**config.mk**
```make
export PLATFORM = sky130hd
export DESIGN_NAME = mul_issue_flat
export DESIGN_NICKNAME = d
export VERILOG_FILES = /design/src/rtl/mul_issue_if.sv /design/src/rtl/mul_issue.sv /design/src/flat_wrapper.sv
export SDC_FILE = /design/constraint.sdc
export NUM_CORES = 1
export LEC_CHECK = 0
export ABC_AREA = 1
export CORE_AREA = 2 2 116 118
export CTS_BUF_LIST = sky130_fd_sc_hd__clkbuf_2 sky130_fd_sc_hd__clkbuf_4 sky130_fd_sc_hd__clkbuf_8
export CTS_CLUSTER_SIZE = 40
export DETAILED_ROUTE_END_ITERATION = 6
export DIE_AREA = 0 0 118 120
export DONT_BUFFER_PORTS = 1
export PLACE_DENSITY = 0.66
export SKIP_CTS_REPAIR_TIMING = 1
export SYNTH_ARGS = -nofsm -noshare
export SYNTH_HDL_FRONTEND = slang
export SYNTH_SLANG_ARGS = --single-unit
```
**constraint.sdc**
```tcl
create_clock -name clk -period 3.9 [get_ports clk]
set_input_delay 0.195 -clock clk [delete_from_list [all_inputs] [get_ports clk]]
set_output_delay 0.195 -clock clk [all_outputs]
set_load 0.01 [all_outputs]
```
**src/rtl/mul_issue_if.sv**
```systemverilog
// Handshake bundle between the EXE-stage issue controller and the
// multi-cycle multiplier. The issue controller is the master.
interface mul_issue_if;
  logic        mul_en;
  logic        mul_signed;
  logic [31:0] x;
  logic [31:0] y;
  logic        mul_busy;
  logic        mul_complete;
  logic [63:0] result;

  modport master (
    output mul_en, mul_signed, x, y,
    input  mul_busy, mul_complete, result
  );

  modport slave (
    input  mul_en, mul_signed, x, y,
    output mul_busy, mul_complete, result
  );
endinterface

```
**src/rtl/mul_issue.sv**
```systemverilog
// Multiplier issue controller for MULT/MULTU in the EXE stage.
// Issues a one-cycle request, stalls the pipeline while the product is in
// flight, commits the product to HI/LO, handles MTHI/MTLO writes, flush
// cancellation (draining the orphaned product) and a completion watchdog.
module mul_issue #(
  parameter int TIMEOUT = 15
) (
  input  logic        clk,
  input  logic        reset,
  input  logic        op_valid,
  input  logic        op_signed,
  input  logic [31:0] op_x,
  input  logic [31:0] op_y,
  input  logic        flush,
  input  logic        mthi_we,
  input  logic        mtlo_we,
  input  logic [31:0] mt_data,
  mul_issue_if.master mul,
  output logic        stall,
  output logic [31:0] hi,
  output logic [31:0] lo,
  output logic        err
);

  localparam int WD_W = $clog2(TIMEOUT + 1);

  localparam logic [1:0] S_IDLE  = 2'd0;
  localparam logic [1:0] S_REQ   = 2'd1;
  localparam logic [1:0] S_WAIT  = 2'd2;
  localparam logic [1:0] S_DRAIN = 2'd3;

  logic [1:0]      state_q,      state_d;
  logic            mul_signed_q, mul_signed_d;
  logic [31:0]     x_q,          x_d;
  logic [31:0]     y_q,          y_d;
  logic [31:0]     hi_q,         hi_d;
  logic [31:0]     lo_q,         lo_d;
  logic            err_q,        err_d;
  logic [WD_W-1:0] wdog_q,       wdog_d;

  logic wd_expire;
  logic prod_we;

  // Watchdog fires on the TIMEOUT-th cycle spent waiting for a product.
  assign wd_expire = (wdog_q == WD_W'(TIMEOUT - 1));

  // Product is committed only when it completes for a live (unflushed) MULT.
  assign prod_we = (state_q == S_WAIT) && mul.mul_complete && !flush;

  // Next-state, operand latch, HI/LO update and watchdog logic.
  always_comb begin
    // NOTE: every variable gets a default here so no path leaves it unassigned
    // (which would infer a latch).
    state_d      = state_q;
    mul_signed_d = mul_signed_q;
    x_d          = x_q;
    y_d          = y_q;
    err_d        = err_q;
    wdog_d       = wdog_q;

    case (state_q)
      S_IDLE: begin
        if (op_valid && !flush) begin
          mul_signed_d = op_signed;
          x_d          = op_x;
          y_d          = op_y;
          wdog_d       = '0;
          state_d      = S_REQ;
        end
      end
      S_REQ: begin
        state_d = flush ? S_DRAIN : S_WAIT;
      end
      S_WAIT: begin
        if (mul.mul_complete) begin
          state_d = S_IDLE;
        end else if (flush) begin
          wdog_d  = wdog_q + 1'b1;
          state_d = S_DRAIN;
        end else if (wd_expire) begin
          err_d   = 1'b1;
          state_d = S_IDLE;
        end else begin
          wdog_d  = wdog_q + 1'b1;
        end
      end
      S_DRAIN: begin
        if (mul.mul_complete) begin
          state_d = S_IDLE;
        end else if (wd_expire) begin
          err_d   = 1'b1;
          state_d = S_IDLE;
        end else begin
          wdog_d  = wdog_q + 1'b1;
        end
      end
      default: state_d = S_IDLE;
    endcase

    // The MULT is younger than the WB-stage MTHI/MTLO, so its product wins.
    hi_d = hi_q;
    lo_d = lo_q;
    if (mthi_we) hi_d = mt_data;
    if (mtlo_we) lo_d = mt_data;
    if (prod_we) begin
      hi_d = mul.result[63:32];
      lo_d = mul.result[31:0];
    end
  end

  // State and architectural registers; reset returns everything to idle.
  always_ff @(posedge clk or posedge reset) begin
    if (reset) begin
      state_q      <= S_IDLE;
      mul_signed_q <= 1'b0;
      x_q          <= '0;
      y_q          <= '0;
      hi_q         <= '0;
      lo_q         <= '0;
      err_q        <= 1'b0;
      wdog_q       <= '0;
    end else begin
      // NOTE: non-blocking assignments so every flop samples the pre-edge
      // value of the others, independent of statement order.
      state_q      <= state_d;
      mul_signed_q <= mul_signed_d;
      x_q          <= x_d;
      y_q          <= y_d;
      hi_q         <= hi_d;
      lo_q         <= lo_d;
      err_q        <= err_d;
      wdog_q       <= wdog_d;
    end
  end

  // Pipeline hold: issuing, requesting, waiting on a live product, or a new
  // MULT arriving while an orphaned product drains. Released on timeout exit.
  always_comb begin
    stall = !reset && (
              ((state_q == S_IDLE) && op_valid && !flush) ||
              (state_q == S_REQ) ||
              ((state_q == S_WAIT) && !mul.mul_complete && !flush && !wd_expire) ||
              ((state_q == S_DRAIN) && op_valid));
  end

  // The request pulse exists only in REQ, so a busy multiplier is never re-requested.
  assign mul.mul_en     = (state_q == S_REQ);
  assign mul.mul_signed = mul_signed_q;
  assign mul.x          = x_q;
  assign mul.y          = y_q;

  assign hi  = hi_q;
  assign lo  = lo_q;
  assign err = err_q;

endmodule

```
**src/flat_wrapper.sv**
```systemverilog
// flat-port wrapper written by rule: the top's interface ports become plain ports
module mul_issue_flat 
#(
  parameter int TIMEOUT = 15
)
  (clk, reset, op_valid, op_signed, op_x, op_y, flush, mthi_we, mtlo_we, mt_data, stall, hi, lo, err, mul_mul_en, mul_mul_signed, mul_x, mul_y, mul_mul_busy, mul_mul_complete, mul_result);
  mul_issue_if mul_i ();
  input  logic clk;
  input  logic reset;
  input  logic op_valid;
  input  logic op_signed;
  input  logic [31:0] op_x;
  input  logic [31:0] op_y;
  input  logic flush;
  input  logic mthi_we;
  input  logic mtlo_we;
  input  logic [31:0] mt_data;
  output logic stall;
  output logic [31:0] hi;
  output logic [31:0] lo;
  output logic err;
  output wire logic [$bits(mul_i.mul_en)-1:0] mul_mul_en;
  output wire logic [$bits(mul_i.mul_signed)-1:0] mul_mul_signed;
  output wire logic [$bits(mul_i.x)-1:0] mul_x;
  output wire logic [$bits(mul_i.y)-1:0] mul_y;
  input wire logic [$bits(mul_i.mul_busy)-1:0] mul_mul_busy;
  input wire logic [$bits(mul_i.mul_complete)-1:0] mul_mul_complete;
  input wire logic [$bits(mul_i.result)-1:0] mul_result;
  assign mul_mul_en = mul_i.mul_en;
  assign mul_mul_signed = mul_i.mul_signed;
  assign mul_x = mul_i.x;
  assign mul_y = mul_i.y;
  assign mul_i.mul_busy = mul_mul_busy;
  assign mul_i.mul_complete = mul_mul_complete;
  assign mul_i.result = mul_result;
  mul_issue #(.TIMEOUT(TIMEOUT)) u_core (.clk(clk), .reset(reset), .op_valid(op_valid), .op_signed(op_signed), .op_x(op_x), .op_y(op_y), .flush(flush), .mthi_we(mthi_we), .mtlo_we(mtlo_we), .mt_data(mt_data), .mul(mul_i), .stall(stall), .hi(hi), .lo(lo), .err(err));
endmodule
```
-- Yosys cells after proc, flatten, opt, wreduce, memory -nomap -nowiden
Index checks and enable logic that the tools add are counted.
W data, S select, Z words.
- add/subtract/negate cells: 1
- equal/unequal tests: 8
- mux-type cells: 22
- reduce and logical (&&, ||, !) cells: 25
- operator list (cell ; count):
    $mux W32 ; 4
    $mux W4 ; 5
    $pmux W4 S3 ; 1
    $logic_and A1 B1 Y1 ; 10
    $mux W2 ; 5
    $pmux W2 S4 ; 1
    $reduce_and A4 Y1 ; 2
    $ne A2 B2 Y1 const B ; 3
    $reduce_bool A2 Y1 ; 3
    $mux W1 ; 5
    $add A4 B1 Y4 const B ; 1
    $eq A2 B2 Y1 const B ; 2
    $eq A4 B4 Y1 const B ; 1
    $logic_not A1 Y1 ; 4
    $logic_or A1 B1 Y1 ; 3
    $reduce_bool A3 Y1 ; 1
    $eq A2 B1 Y1 const B ; 1
    $logic_not A2 Y1 ; 1
    $ne A2 B1 Y1 const B ; 1
    $pmux W1 S2 ; 1
    $reduce_and A2 Y1 ; 1
- flip-flop bits (word level): 136
- input port bits: 169
- output and inout port bits: 132

-- Longest topological paths before layout
Gate-level depths: netlist of run 1.
- word-level depth: 7
- depth in mapped cells: 10
- gate-level depth less buffers: 10

-- Least setup slack after synthesis of run 1
No wires, ideal clock.
- kind: register to register
- from: register u_core.state_q[0]
- to: register u_core.hi_q[0], in the netlist u_core.hi[0]
- setup time: 68 ps
- arrival time: 1350 ps
- data required time: 3832 ps
- slack: 2482 ps
- cell stages (with the launch flop): 8
- buffers on the path: 2
- period minus slack after synthesis: 1418 ps
- cells stage by stage: dfrtp_1 > inv_2 > nand2_1 > nor3_4 > buf_2 > buf_4 > nand2_1 > nand3_1
- cells in the longest elaborated chain, start to end: 4
- elaborated cells between the ends (all ways): 5
- ends and longest elaborated chain (element ; RTL line ; source):
    start, declared ; mul_issue.sv:32 ; logic [1:0] state_q, state_d;
    start signal, assigned ; mul_issue.sv:125 ; state_q <= state_d;
    $eq A2 B2 Y1 (*) ; mul_issue.sv:48 ; assign prod_we = (state_q == S_WAIT) && mul.mul_complete && !flush;
    $logic_and A1 B1 Y1 (*) (2 in series) ; mul_issue.sv:48 ;
    $mux W32 or $reduce_bool A2 Y1 (tied branches) ; -- ;
    end signal, assigned ; mul_issue.sv:129 ; hi_q <= hi_d;
    end, declared ; mul_issue.sv:36 ; logic [31:0] hi_q, hi_d;
Mark *: on every way between the ends. The rest lies on a longest branch, timed or not.
A chain may end at the register's enable or synchronous reset.

-- Worst setup path in the final report of run 1
- from: register u_core.state_q[0]
- to: register u_core.lo_q[28], in the netlist u_core.lo[28]
- cells in the longest elaborated chain, start to end: 4
- elaborated cells between the ends (all ways): 5
- ends and longest elaborated chain (element ; RTL line ; source):
    $eq A2 B2 Y1 (*) ; mul_issue.sv:48 ;
    $logic_and A1 B1 Y1 (*) (2 in series) ; mul_issue.sv:48 ;
    $mux W32 or $reduce_bool A2 Y1 (tied branches) ; -- ;
    end signal, assigned ; mul_issue.sv:130 ; lo_q <= lo_d;
    end, declared ; mul_issue.sv:37 ; logic [31:0] lo_q, lo_d;
Marks and branches as above.

==> results_dict.tcl, run 1 <==
set metrics [dict create \
    cts_root_buf "clkbuf_8" \
    htreeDepth 4 \
    grt_pass1_vias 4805 \
    routed_wl_um 18200 \
    clock_power_share 0.263 \
    gr-total-overflow 0 \
    area_growth_pct 36.8 \
    run_status "finished, violations left" \
    fin_tns_setup_ns 0 \
    place_inst 907 \
    finClkSkew_ns 0.00724 \
    numCtsBuffers 17 \
    worstSetupEndpointType "flip-flop" \
    ys_ff_latch 136 \
    crit_slowest_cell "dlygate4sd3_1" \
    failed_checks "hold timing" \
    post-route-period-util 0.780 \
    cp_data_arrival_time_ns 3.36 \
    fillCellCount 1049 \
    hold_depth 4 \
    track_usage 0.222 \
    switchingPower_uw 1820 \
    worstMarginPinSlew_ns 0.911 \
    power_leakage_uw 0.00417 \
    r2r_start "u_core.state_q[0]" \
    start_kind "flip-flop" \
    ff2ff_setup_slack_ns 0.86 \
    power_uw 4910 \
    dpl.hpwl_um 10800 \
    drive_gt1_frac 0.0509 \
    die_w_um 118 \
    cp_cell_sequence "inv_2 -> nand2_1 -> nor3_4 -> buf_4 -> nor2_1 -> nand2_1 -> dlygate4sd3_1 -> nand3_1 -> dlygate4sd3_1" \
    die_h_um 120 \
    rows 42 \
    setup_ws_ns 0.859 \
    core_area_um2 13000 \
    drc_errors 0 \
    period_minus_slack_ns 3.04 \
    critPathRequiredTime_ns 4.22 \
    finalHoldViolations 12 \
    path_max_fanout 66 \
    slew_violations 0 \
    grt_max_degree 105 \
    swShare 0.371 \
    cts_tree "yes" \
    drtPass1Iterations 6 \
    min_to "u_core.lo[9]" \
    yosys_warnings 0 \
    gp_congestion 0.868 \
    seq_power_share 0.514 \
    rsz0062_at_grt "false" \
    grt_pass1_wl_um 24900 \
    holdWs_ns -0.0216 \
    insertion_delay_ns 0.44 \
    yosysSeqAreaShare 0.573 \
    drt_iter0_markers 435 \
    nets 1082 \
    path_class "reg -> reg" \
    dp_slack_ns 1.71 \
    vias_per_cell 5.16 \
    synth_area_um2 5940 \
    ant_nets 0 \
    syn_inst 762 \
    cts_num_sinks 136 \
    crit_path_max_incr_delay_ns 0.59 \
    min_from "mt_data[9]" \
    start_util 0.457 \
    antenna_found_initial 0 \
    wire_per_inst_um 16.6 \
    clk_pin_slew_ns 0.08 \
    r2r_cells 9 \
    vias 5671 \
    synth_area_per_cell_um2 7.79 \
    n_antenna_cell 0 \
    hp-class "in -> reg" \
    ios 301 \
    combinationalPowerShare 0.224 \
    fmax_mhz 329 \
    clk_path_buf_depth 2 \
    intPower_uw 3090 \
    fin_cells 1100 \
    synthDistinctLibCells 20 \
    powerDensity_nw_per_um2 604 \
    r2r_end "u_core.lo[28]" \
    mostFrequentLayoutCell "nand2_1" \
    slew_headroom 0.393 \
    final_cell_mix "nand2_1, dlygate4sd3_1, dfrtp_1, nand3_1, inv_1" \
    max_cap_viol_count 0 \
    syn_nets 933 \
    peakVddDrop_v 0.000346 \
    portBuffers 0 \
    setup_viol 0 \
    die-area_um2 14200 \
]
[synth_stat cells, drive strengths merged]
master,number,area share
nor3,1,0.0027
nand2,413,0.26
o21bai,1,0.0013
dfrtp,136,0.57
a21oi,1,0.00084
ha,2,0.0042
xnor2,1,0.0015
clkbuf,13,0.0082
nand3,73,0.062
o31ai,1,0.0013
inv,48,0.030
a31oi,1,0.0011
nand4,2,0.0021
o21ai,6,0.0051
buf,25,0.020
nor2,38,0.025
[area by class of cell]
class | instances | area (um^2) | share of cell area
Sequential cell | 136 | 3400 | 0.419
Inverter | 48 | 185 | 0.0228
Timing Repair Buffer | 168 | 1680 | 0.207
Tap cell | 176 | 220 | 0.0271
Clock inverter | 13 | 193 | 0.0237
Clock buffer | 19 | 249 | 0.0307
Multi-Input combinational cell | 540 | 2190 | 0.269
[worst max-delay path by stage]
stage                    end  slack (ns)              start
2_1_floorplan     u_core.err        0.07              reset
3_3_place_gp   u_core.hi[21]        1.79  u_core.state_q[0]
3_5_place_dp   u_core.hi[12]        1.71  u_core.state_q[0]
4_1_cts        u_core.hi[21]        1.67  u_core.state_q[0]
5_1_grt        u_core.lo[28]        0.63  u_core.state_q[0]
6_report       u_core.lo[28]        0.86  u_core.state_q[0]
[through the flow]
stage | cell area (um^2) | util
2_1_floorplan | 5940 | -
3_3_place_gp | 6050 | 0.466
3_5_place_dp | 6050 | 0.466
4_1_cts | 6490 | 0.500
5_1_grt | 8120 | 0.626
6_report | 8120 | 0.626
[per-layer routing]
metal | global-route usage | vias up | share of wire
li1 | - | 2617 | -
met1 | 0.267 | 2675 | 0.37
met2 | 0.366 | 315 | 0.52
met3 | 0.0870 | 64 | 0.076
met4 | 0.0783 | 0 | 0.034
met5 | 0 | - | 0
[state kept, by name, indices dropped and copies added (netlist names)]
register	count
u_core.mul.x	32
u_core.mul.y	32
u_core.err	1
u_core.mul.mul_signed	1
u_core.state_q	2
u_core.hi	32
u_core.wdog_q	4
u_core.lo	32
[worst max-delay path: cells and delay by family, from the launching register on]
family	cells	cell delay, ns
and+or+nand+nor	5	0.63
DFF	1	0.45
buffers and inverters	4	1.82
[power by group through the flow]
stage          registers, uW  logic (uW)  clock network [uW]
6_report                2520        1100                1290
5_1_grt                 2560        1260                1380
4_1_cts                 2510         861                1320
3_5_place_dp            2530         861                   0
3_3_place_gp            2520         802                   0
2_1_floorplan           2390         710                   0
[cell families (layout without fill, tap and decap cells)]
group | Yosys count | count (layout) | share of synthesized area
xor+xnor | 1 | 1 | 0.00148
flops | 136 | 136 | 0.573
compound gates | 10 | 10 | 0.00949
buf+inv | 86 | 248 | 0.0590
fa+ha+maj | 2 | 2 | 0.00422
simple gates | 527 | 527 | 0.352
(Power assumes the default switching activity.)
==> run 2, diff against run 1 <==
- CORE_AREA: 2 2 116 118 -> 2 2 115 117
- DIE_AREA: 0 0 118 120 -> 0 0 117 119
- PLACE_DENSITY: 0.66 -> 0.65
- clock period: 3.9 -> 3.1 ns (I/O delays scaled with it)
==> results_dict.tcl, run 2 <==
set metrics [dict create \
    run_status "aborted with a tool error" \
    stop_stage "global routing (5_1_grt)" \
    stop_error "[ERROR RSZ-0060] Max buffer count reached." \
    yosysSeqAreaShare 0.573 \
    ys_ff_latch 136 \
    synth_most_common_cell "nand2_1" \
    synthDistinctLibCells 20 \
    htreeDepth 4 \
    synth_area_leaders "dfrtp_1, nand2_1, nand3_1" \
    ios 301 \
    synth.top_cell.area_share 0.573 \
    start_util 0.461 \
    syn_inst 762 \
    synthTopCellsByCount "nand2_1, dfrtp_1, nand3_1" \
    synth_top_area_cell "dfrtp_1" \
    cts_num_sinks 136 \
    numCtsBuffers 17 \
    grt_max_degree 79 \
    synth_area_per_cell_um2 7.79 \
    dpl.hpwl_um 11300 \
    async_reset_ff_frac 1.00 \
    synth_flop_cell "dfrtp_1" \
    yosys_warnings 0 \
    place_area_um2 6070 \
    rows 42 \
    clk_path_buf_depth 2 \
    synth_area_um2 5940 \
    cts_root_buf "clkbuf_8" \
    die_h_um 119 \
    synth-edff-count 0 \
    syn_nets 933 \
    gp_congestion 0.856 \
    portBuffers 0 \
    die_w_um 117 \
]
==> run 2: cells by family after synthesis <==
kind of cell	Yosys count	share of synthesized area
AND/OR/NAND/NOR	527	0.352
AO/OA/AOI/OAI	10	0.00949
adder cells (fa/ha/maj)	2	0.00422
XOR/XNOR	1	0.00148
buffers and inverters	86	0.0590
flip-flops	136	0.573
==> run 2: through the flow <==
step,cells,util,setup slack [ns]
detailed placement,908,0.471,1.16
CTS,939,0.503,0.994
global placement,908,0.471,1.23
floorplan,762,-,1.25
==> run 3, diff against run 2 <==
- CORE_AREA: 2 2 115 117 -> not set
- CORE_UTILIZATION: not set -> 40
- CTS_BUF_LIST: sky130_fd_sc_hd__clkbuf_2 sky130_fd_sc_hd__clkbuf_4 sky130_fd_sc_hd__clkbuf_8 -> not set
- CTS_CLUSTER_SIZE: 40 -> not set
- DIE_AREA: 0 0 117 119 -> not set
- PLACE_DENSITY: 0.65 -> not set
- PLACE_DENSITY_LB_ADDON: not set -> 0.15
==> results_dict.tcl, run 3 (synthesis results as in run 1) <==
set metrics [dict create \
    area_growth_pct 40.7 \
    die_w_um 124 \
    min_to "u_core.lo[0]" \
    cp_data_arrival_time_ns 3.12 \
    track_usage 0.199 \
    start_kind "flip-flop" \
    antenna_found_initial 0 \
    fmax_mhz 353 \
    final_cell_mix "nand2_1, dlygate4sd3_1, dfrtp_1, nand3_1, inv_1" \
    use_met1 0.227 \
    insertion_delay_ns 0.42 \
    grt_pass1_wl_um 23100 \
    die_h_um 124 \
    worstMarginPinSlew_ns 0.727 \
    ant_nets 0 \
    r2r_cells 8 \
    gr-usage-met2 0.334 \
    period_minus_slack_ns 2.83 \
    r2r_end "u_core.hi[7]" \
    drtPass1Iterations 5 \
    run_status "finished, violations left" \
    slew_headroom 0.514 \
    grt-busiest-layer "met2" \
    routed_wl_um 17700 \
    utilization 0.577 \
    vias 5574 \
    gp_congestion 0.838 \
    path_max_fanout 17 \
    n_antenna_cell 0 \
    post-route-period-util 0.914 \
    grt_pass1_vias 4580 \
    cts_num_sinks 136 \
    setup_ws_ns 0.267 \
    power_leakage_uw 0.00426 \
    vias_per_cell 5.01 \
    grtUsageMet3 0.0705 \
    worstSetupEndpointType "flip-flop" \
    fin_tns_setup_ns 0 \
    hp-class "in -> reg" \
    path_class "reg -> reg" \
    rows 44 \
    fin_cells 1112 \
    cts_tree "yes" \
    finClkSkew_ns 0.00726 \
    r2r_start "u_core.state_q[0]" \
    hold_depth 4 \
    dpl.hpwl_um 10700 \
    htreeDepth 4 \
    holdWs_ns -0.0284 \
    clk_path_buf_depth 2 \
    portBuffers 0 \
    clk_pin_slew_ns 0.06 \
    powerDensity_nw_per_um2 787 \
    mostFrequentLayoutCell "nand2_1" \
    critPathRequiredTime_ns 3.39 \
    start_util 0.410 \
    max_cap_viol_count 0 \
    ios 301 \
    wire_per_inst_um 15.9 \
    cts_root_buf "clkbuf_16" \
    slew_violations 0 \
    rsz0062_at_grt "false" \
    drt_iter0_markers 361 \
    drc_errors 0 \
    dp_slack_ns 0.943 \
    finalHoldViolations 21 \
    nets 1086 \
    ff2ff_setup_slack_ns 0.27 \
    place_inst 915 \
    core_area_um2 14500 \
    gr-total-overflow 0 \
    failed_checks "hold timing" \
    peakVddDrop_v 0.000463 \
    die-area_um2 15300 \
    drive_gt1_frac 0.0506 \
    numCtsBuffers 17 \
    setup_viol 0 \
    min_from "mt_data[0]" \
    grt_max_degree 117 \
]
run 3: worst max-delay path by stage:
stage | from | to | slack (ns) | cells past startpoint
global placement | u_core.state_q[0] | u_core.hi[0] | 1.01 | 7
CTS | u_core.state_q[0] | u_core.hi[11] | 0.93 | 7
finish | u_core.state_q[0] | u_core.hi[7] | 0.27 | 8
global route | u_core.state_q[0] | u_core.hi[7] | 0.14 | 8
floorplan | reset | u_core.err | 1.25 | 1
detailed placement | u_core.state_q[0] | u_core.hi[11] | 0.94 | 7
run 3: power breakdown:
part	internal, uW	switching [uW]
Clock	1230	796
Combinational	614	763
Sequential	2380	785
Total	4230	2340
run 3: layer usage:
metal	vias to the layer above	share of wire	wire, um
li1	2638	-	-
met1	2666	0.39	6920
met2	241	0.52	9260
met3	29	0.066	1160
met4	0	0.021	377
met5	-	0	0
run 3: layout make-up:
cell class	instances	area, um^2
fill	1256	6130
clock inverter	13	144
clock buffer	19	453
inverter	48	184
sequential	136	3400
timing repair buffer	172	1750
tap	184	230
multi-input combinational	540	2190
run 3: stage by stage:
stage	hold WS, ns	total power (uW)	instance area (um^2)
3_3_place_gp	0.0682	4200	6080
6_report	-0.0284	6570	8350
5_1_grt	-0.00405	6990	8350
2_1_floorplan	0.265	3900	5940
3_5_place_dp	0.0767	4260	6080
4_1_cts	-0.376	6320	6680
run 3: worst max-delay path: stages (launching register included):
cell,delay [ns]
dfrtp_1,0.44
inv_2,0.13
nand2_1,0.14
nor3_4,0.60
nor2_1,0.15
nand2_1,0.09
dlygate4sd3_1,0.54
nand3_1,0.06
dlygate4sd3_1,0.56
